==> config.mk <==
export PLATFORM = sky130hd
export DESIGN_NAME = serial_deserializer_flat
export DESIGN_NICKNAME = d
export VERILOG_FILES = /design/src/rtl/serial_deserializer_if.sv /design/src/rtl/serial_deserializer.sv /design/src/flat_wrapper.sv
export SDC_FILE = /design/constraint.sdc
export NUM_CORES = 1
export LEC_CHECK = 0
export ABC_AREA = 0
export CAP_MARGIN = 20
export CELL_PAD_IN_SITES_DETAIL_PLACEMENT = 1
export CELL_PAD_IN_SITES_GLOBAL_PLACEMENT = 1
export CORE_ASPECT_RATIO = 1.25
export CORE_UTILIZATION = 35
export DETAILED_ROUTE_END_ITERATION = 7
export GPL_ROUTABILITY_DRIVEN = 1
export HOLD_SLACK_MARGIN = 0.06
export PLACE_DENSITY_LB_ADDON = 0.08
export SYNTH_ARGS = -nofsm -noshare
export SYNTH_HDL_FRONTEND = slang
export SYNTH_SLANG_ARGS = --single-unit
export TNS_END_PERCENT = 10
==> constraint.sdc <==
create_clock -name clk -period 1.9 [get_ports clk]
set_input_delay 0.475 -clock clk [delete_from_list [all_inputs] [get_ports clk]]
set_output_delay 0.475 -clock clk [all_outputs]
set_load 0.01 [all_outputs]
==> src/rtl/serial_deserializer_if.sv <==
// Bundle for the serial_deserializer: serial input beat, parallel word handshake and status.
// slave = the deserializer itself, master = the serial source / word consumer.
interface serial_deserializer_if #(
  parameter int N = 8
);
  localparam int CW = $clog2(N) + 1;

  logic          sin;
  logic          sin_valid;
  logic          sof;
  logic          dir;
  logic [N-1:0]  Q;
  logic          q_valid;
  logic          q_ready;
  logic          busy;
  logic [CW-1:0] bit_cnt;
  logic          overrun;
  logic          frame_err;

  modport slave (
    input  sin, sin_valid, sof, dir, q_ready,
    output Q, q_valid, busy, bit_cnt, overrun, frame_err
  );

  modport master (
    output sin, sin_valid, sof, dir, q_ready,
    input  Q, q_valid, busy, bit_cnt, overrun, frame_err
  );
endinterface

==> src/rtl/serial_deserializer.sv <==
// Serial-in/parallel-out receiver: assembles an N-bit frame (LSB- or MSB-first) into a
// single holding register presented on a valid/ready port.
//
//   state | meaning
//   IDLE  | waiting for a beat with sof; non-sof beats are ignored
//   SHIFT | frame in progress, bit_cnt bits already collected
module serial_deserializer #(
  parameter int N = 8
) (
  input  logic                 clk,
  input  logic                 clear,
  serial_deserializer_if.slave bus
);
  localparam int CW = $clog2(N) + 1;
  localparam logic [CW-1:0] LAST = CW'(N - 1);

  typedef enum logic {IDLE, SHIFT} state_t;

  state_t        state, state_nxt;
  logic [N-1:0]  sh, sh_nxt;
  logic [N-1:0]  q, q_nxt;
  logic [CW-1:0] cnt, cnt_nxt;
  logic          dir_q, dir_nxt;
  logic          q_valid, q_valid_nxt;
  logic          overrun, overrun_nxt;
  logic          ferr, ferr_nxt;

  logic          start;
  logic          shift_bit;
  logic          complete;
  logic          use_dir;
  logic [N-1:0]  sh_base;
  logic [N-1:0]  sh_shifted;

  always_ff @(posedge clk) begin
    if (clear) state <= IDLE;
    else       state <= state_nxt;
  end

  always_comb begin
    state_nxt   = state;
    sh_nxt      = sh;
    cnt_nxt     = cnt;
    dir_nxt     = dir_q;
    q_nxt       = q;
    q_valid_nxt = q_valid;
    overrun_nxt = overrun;
    ferr_nxt    = 1'b0;
    shift_bit   = 1'b0;
    complete    = 1'b0;

    // A sof beat (first frame or restart) starts from a clean register with the new dir.
    start      = bus.sin_valid && bus.sof;
    sh_base    = start ? '0 : sh;
    use_dir    = start ? bus.dir : dir_q;
    sh_shifted = use_dir ? {sh_base[N-2:0], bus.sin} : {bus.sin, sh_base[N-1:1]};

    case (state)
      IDLE: begin
        if (start) begin
          dir_nxt   = bus.dir;
          cnt_nxt   = CW'(1);
          shift_bit = 1'b1;
          state_nxt = SHIFT;
        end
      end
      SHIFT: begin
        if (bus.sin_valid) begin
          shift_bit = 1'b1;
          if (bus.sof) begin
            ferr_nxt = 1'b1;
            dir_nxt  = bus.dir;
            cnt_nxt  = CW'(1);
          end else if (cnt == LAST) begin
            complete  = 1'b1;
            cnt_nxt   = '0;
            state_nxt = IDLE;
          end else begin
            cnt_nxt = cnt + CW'(1);
          end
        end
      end
      default: state_nxt = IDLE;
    endcase

    if (shift_bit) sh_nxt = sh_shifted;

    if (q_valid && bus.q_ready) q_valid_nxt = 1'b0;

    // The holding register only accepts a new word if it is empty or being drained now.
    if (complete) begin
      if (!q_valid || bus.q_ready) begin
        q_nxt       = sh_shifted;
        q_valid_nxt = 1'b1;
      end else begin
        overrun_nxt = 1'b1;
      end
    end
  end

  always_ff @(posedge clk) begin
    if (clear) begin
      sh      <= '0;
      q       <= '0;
      cnt     <= '0;
      dir_q   <= 1'b0;
      q_valid <= 1'b0;
      overrun <= 1'b0;
      ferr    <= 1'b0;
    end else begin
      sh      <= sh_nxt;
      q       <= q_nxt;
      cnt     <= cnt_nxt;
      dir_q   <= dir_nxt;
      q_valid <= q_valid_nxt;
      overrun <= overrun_nxt;
      ferr    <= ferr_nxt;
    end
  end

  assign bus.Q         = q;
  assign bus.q_valid   = q_valid;
  assign bus.busy      = (state == SHIFT);
  assign bus.bit_cnt   = cnt;
  assign bus.overrun   = overrun;
  assign bus.frame_err = ferr;
endmodule
==> src/flat_wrapper.sv <==
// flat-port wrapper written by rule: the top's interface ports become plain ports
module serial_deserializer_flat 
#(
  parameter int N = 8
)
  (clk, clear, bus_sin, bus_sin_valid, bus_sof, bus_dir, bus_q_ready, bus_Q, bus_q_valid, bus_busy, bus_bit_cnt, bus_overrun, bus_frame_err);
  serial_deserializer_if #(.N(N)) bus_i ();
  input  logic clk;
  input  logic clear;
  input wire logic [$bits(bus_i.sin)-1:0] bus_sin;
  input wire logic [$bits(bus_i.sin_valid)-1:0] bus_sin_valid;
  input wire logic [$bits(bus_i.sof)-1:0] bus_sof;
  input wire logic [$bits(bus_i.dir)-1:0] bus_dir;
  input wire logic [$bits(bus_i.q_ready)-1:0] bus_q_ready;
  output wire logic [$bits(bus_i.Q)-1:0] bus_Q;
  output wire logic [$bits(bus_i.q_valid)-1:0] bus_q_valid;
  output wire logic [$bits(bus_i.busy)-1:0] bus_busy;
  output wire logic [$bits(bus_i.bit_cnt)-1:0] bus_bit_cnt;
  output wire logic [$bits(bus_i.overrun)-1:0] bus_overrun;
  output wire logic [$bits(bus_i.frame_err)-1:0] bus_frame_err;
  assign bus_i.sin = bus_sin;
  assign bus_i.sin_valid = bus_sin_valid;
  assign bus_i.sof = bus_sof;
  assign bus_i.dir = bus_dir;
  assign bus_i.q_ready = bus_q_ready;
  assign bus_Q = bus_i.Q;
  assign bus_q_valid = bus_i.q_valid;
  assign bus_busy = bus_i.busy;
  assign bus_bit_cnt = bus_i.bit_cnt;
  assign bus_overrun = bus_i.overrun;
  assign bus_frame_err = bus_i.frame_err;
  serial_deserializer #(.N(N)) u_core (.clk(clk), .clear(clear), .bus(bus_i));
endmodule
# Word-level counts from Yosys, hierarchy flattened
# Cells that the tools add are included.
# classes
addsub	1
eq_ne	4
muxes	26
bitwise	3
reduce_logical	9
# ops
cell	n
2-to-1 mux 1 bit	16
2-to-1 mux 4 bit	4
2-to-1 mux 8 bit	2
case mux 4 bit (2 select lines)	1
AND reduction 2 bit	4
case mux 1 bit (2 select lines)	3
adder 4 x 1 -> 4 bit, second input constant	1
== test 4 x 3 -> 1 bit, second input constant	1
inequality test 2 bit, second input constant	2
NOT 1 bit	3
OR reduction 3 bit	1
logical AND 1 bit	2
inequality test 2 x 1 -> 1 bit, second input constant	1
logical NOT 1 bit	1
logical OR 1 bit	1
# word_totals
regBits	25
output_inout_bits	16
word_cells	51

# Logic depth before layout (Yosys ltp)
# logic_depth
depth_word	6
mapped_depth	6
mapped_depth_nobuf	5

# Least setup slack after synthesis
# Ideal clock, no wire load.
# synth_path
path_kind	flip-flop to flip-flop
startpoint	reg u_core.cnt[0] (netlist: u_core.bus.bit_cnt[0])
endpoint	reg u_core.q[7] (netlist: u_core.bus.Q[7])
setup_time_ns	0.126
arrival_ns	1.325
t_required_ns	1.774
slack_ns	0.449
path_stages_with_launch	6
n_path_buf	0
synth_period_minus_slack_ns	1.451
cell_sequence	dfxtp_1 ha_1 and4bb_2 nand3_4 a211oi_1 nor3_1
# synth_via
elab_chain_len	6
# synth_lines
element	line	text
from (decl)	serial_deserializer.sv:22	logic [CW-1:0] cnt, cnt_nxt;
from (signal assigned)	serial_deserializer.sv:113	cnt <= cnt_nxt;
== test 4 x 3 -> 1 bit	serial_deserializer.sv:74	end else if (cnt == LAST) begin
2-to-1 mux 1 bit	serial_deserializer.sv:74	
2-to-1 mux 1 bit	serial_deserializer.sv:70	if (bus.sof) begin
2-to-1 mux 1 bit	serial_deserializer.sv:68	if (bus.sin_valid) begin
2-to-1 mux 1 bit	serial_deserializer.sv:58	case (state)
AND reduction 2 bit (no source line)	n/a	
to (signal assigned)	serial_deserializer.sv:112	q <= q_nxt;
to (decl)	serial_deserializer.sv:21	logic [N-1:0] q, q_nxt;
# No other way between the ends.
# A chain may end at the register's enable or synchronous reset.

# Worst setup path after layout
# layout_path
startpoint	reg u_core.cnt[0] (netlist: u_core.bus.bit_cnt[0])
endpoint	out bus_bit_cnt[0]
# layout_rtl
element	line	text
to (decl)	flat_wrapper.sv:18	output wire logic [$bits(bus_i.bit_cnt)-1:0] bus_bit_cnt;
# No word-level cell between the ends.

==> flow_summary.yaml <==
cts:
  cts_setup_buffers: 0
  clock_path_buffers: 2
  cts_tree: "yes"
  htreeDepth: 1
  ctsRootBufferMaster: "clkbuf_4"
  clk_latency_ns: 0.31
  cts_num_sinks: 25
  clk_pin_slew_ns: 0.14
  numCtsBuffers: 3
die:
  ios: 23
  fp-row-count: 22
  dieArea_um2: 3420
  initial_core_util_pct: 37.2
  core_area_um2: 3000
  die_w_um: 52.5
  die_h_um: 65.2
worst_setup_path:
  path_max_fanout: 5
  crit_required_ns: 1.42
  reg2reg_from: "u_core.bus.bit_cnt[0]$_SDFFE_PP0P_"
  path_buf_inv: 1
  slowest_delay_ns: 0.57
  r2r-end: "u_core.bus.Q[7]$_SDFFE_PP0P_"
  cp_top_family: "buffers and inverters"
  path_class: "flip-flop to output port"
  slowest_stage: "clkdlybuf4s50_1"
  arrival_ns: 1.32
  rrSetupSlack_ns: 0.26
  start_kind: "flip-flop"
  path_cells: "clkdlybuf4s50_1"
  critPathCaptureType: "output port"
  r2r_cells: 5
timing:
  worstMarginPinSlew_ns: 0.443
  finalWorstSetupSlack_ns: 0.103
  final_hold_viol_count: 0
  setup_viol: 0
  fmax_mhz: 556
  finalCritPeriodShare_pct: 94.6
  rsz0062_at_grt: "no"
  fin_worst_skew_ns: 0.00376
  setup_tns_ns: 0
  drv_slew: 0
  finalCriticalPeriod_ns: 1.80
  slew-limit-headroom_pct: 70.4
pwr:
  ir_drop_mv: 0.496
  pwr_density_cell_nw_per_um2: 606
  p_int_mw: 0.663
  p_sw_mw: 0.216
  switching_share_pct: 24.6
  p_seq_share_pct: 61.9
  p_leak_nw: 0.564
  total_power_mw: 0.880
  pwr-share-comb_pct: 10.8
  p_clk_share_pct: 27.3
placement:
  dp.final_hpwl_um: 2020
  gp_congestion: 0.755
  post-place-ws_ns: -0.149
  port_buffers: 22
logic_synthesis:
  ys_ff_latch: 25
  ys_async_sr_fraction_pct: 0
  yosys_warnings: 0
  post_synth_num_cell_types: 29
  netlist_instances: 124
  synthesis.area_um2: 1120
  postSynthAreaPerCell_um2: 9.01
  ys.flop_type: "dfxtp_1"
  ys_seq_area_share_pct: 44.8
  syn-num-nets: 132
  synth_edf_count: 0
finish:
  nets: 162
  syn_to_final_growth_pct: 29.8
  num_antenna_cells: 0
  drive_gt1_share_pct: 12.4
  fillCellCount: 358
  utilization_pct: 48.3
routing:
  vias_per_cell: 5.28
  wl_um: 2760
  drtPass1Iterations: 4
  via_count: 997
  wire_per_inst_um: 14.6
  dr.first_iter.drc_count: 14
  drc_errors: 0
  antenna_left: 0
worst_hold_path:
  hold_path_end: "u_core.bus.Q[2]$_SDFFE_PP0P_"
  min_path_cells: 2
  min_from: "u_core.bus.Q[2]$_SDFFE_PP0P_"
  min_path_type: "flip-flop to flip-flop"
grt:
  grt_overflow: 0
  antenna_found_initial: 0
  grt.total_usage_pct: 19.1
  grt_max_degree: 26
  grt_pass1_wl_um: 4820
  grt_pass1_vias: 1063
status:
  status: "finished, final reports clean"
job:
  maxCapViolations: 0
## worst max-delay path by stage
stage                                             startpoint                            to  slack (ns)  cells past startpoint
after floorplan           u_core.bus.bit_cnt[0]$_SDFFE_PP0P_  u_core.bus.Q[7]$_SDFFE_PP0P_        0.45                      5
after global placement                               bus_sof     u_core.sh[0]$_SDFFE_PP0P_       -0.14                      5
after detailed placement                             bus_sof     u_core.sh[0]$_SDFFE_PP0P_       -0.15                      5
after CTS                         u_core.bus.busy$_SDFF_PP0_                      bus_busy        0.03                      1
after global routing      u_core.bus.bit_cnt[0]$_SDFFE_PP0P_                bus_bit_cnt[0]        0.03                      1
final                     u_core.bus.bit_cnt[0]$_SDFFE_PP0P_                bus_bit_cnt[0]        0.10                      1
## layer usage
layer / vias up / routed length [µm] / part of all wire, % / global-route usage, %
li1: 497 / - / - / -
met1: 484 / 1170 / 43 / 21.7
met2: 12 / 1490 / 54 / 34.8
met3: 4 / 46 / 1.7 / 2.78
met4: 0 / 41 / 1.5 / 6.91
met5: - / 0 / 0 / 0
## final cells by class
class	count	area (µm²)	area share, %
sequential	25	502	34.6
clock buffer	4	26.3	1.81
inverter	1	3.75	0.259
timing repair buffer	33	303	20.9
tap	36	45.0	3.11
multi-input combinational	90	571	39.3
## through the flow
step	hold slack, ns	cell area (µm²)	instances
floorplan	0.472	1120	124
global placement	0.484	1420	185
detailed placement	0.492	1420	185
CTS	0.518	1450	189
global route	0.571	1450	189
finish	0.518	1450	189
## placed cells by master, fill, tap and decap left out, drive strengths merged
| cell | Yosys | routed |
|---|---|---|
| nor2b | 2 | 2 |
| and2 | 2 | 2 |
| a21oi | 8 | 8 |
| a31oi | 2 | 2 |
| nand2 | 4 | 4 |
| and3b | 1 | 1 |
| and3 | 1 | 1 |
| dfxtp | 25 | 25 |
| mux2 | 1 | 1 |
| or4b | 1 | 1 |
| and4bb | 1 | 1 |
| o21ai | 3 | 3 |
| a22oi | 4 | 4 |
| nand2b | 1 | 1 |
| mux2i | 13 | 13 |
| o21ba | 1 | 1 |
| buf | 5 | 11 |
| clkbuf | 3 | 4 |
| nor2 | 26 | 26 |
| nor3 | 8 | 8 |
| clkdlybuf4s50 | 0 | 22 |
| a211oi | 4 | 4 |
| ha | 1 | 1 |
| inv | 1 | 1 |
| a221oi | 1 | 1 |
| nand3 | 2 | 2 |
| nor3b | 3 | 3 |
## registers in the layout (all words and copies together), names as in the netlist
name                  flops
u_core.dir_q              1
u_core.bus.overrun        1
u_core.bus.busy           1
u_core.bus.frame_err      1
u_core.bus.q_valid        1
u_core.bus.Q              8
u_core.bus.bit_cnt        4
u_core.sh                 8
## power groups by stage
| stage | sequential [mW] | clock (mW) | combinational [mW] |
|---|---|---|---|
| 2_1_floorplan | 0.551 | 0 | 0.0521 |
| 3_3_place_gp | 0.555 | 0 | 0.0929 |
| 3_5_place_dp | 0.556 | 0 | 0.0957 |
| 4_1_cts | 0.544 | 0.250 | 0.0962 |
| 5_1_grt | 0.547 | 0.275 | 0.105 |
| 6_report | 0.544 | 0.240 | 0.0952 |
## worst min-delay path, cell delays in order (launching register included)
cell	delay, ns
dfxtp_1	0.35
mux2i_1	0.07
nor2_1	0.07
## cells in the mapped netlist, types with 3 or more instances
library cell | count | area share [%]
nor3b_1 | 3 | 2.0
nor2_1 | 26 | 8.7
mux2i_1 | 13 | 12
a22oi_1 | 4 | 2.7
nand2_1 | 4 | 1.3
clkbuf_1 | 3 | 1.0
dfxtp_1 | 25 | 45
buf_2 | 4 | 1.8
a211oi_1 | 4 | 2.7
a21oi_1 | 8 | 3.6
nor3_1 | 8 | 3.6
## kinds of logic after synthesis
group	Yosys count	synth area share (%)
AOI/OAI and AO/OA	23	13.1
and+or+nand+nor	52	23.9
adders and majority gates	1	1.12
buffers and inverters	9	4.14
DFF	25	44.8
muxes	14	13.0
## timing repair
item | CTS | global route
resized for setup | 0 | 1
setup endpoints to repair | 0 | 1
hold buffers | 0 | 0
(Power assumes the default switching activity.)
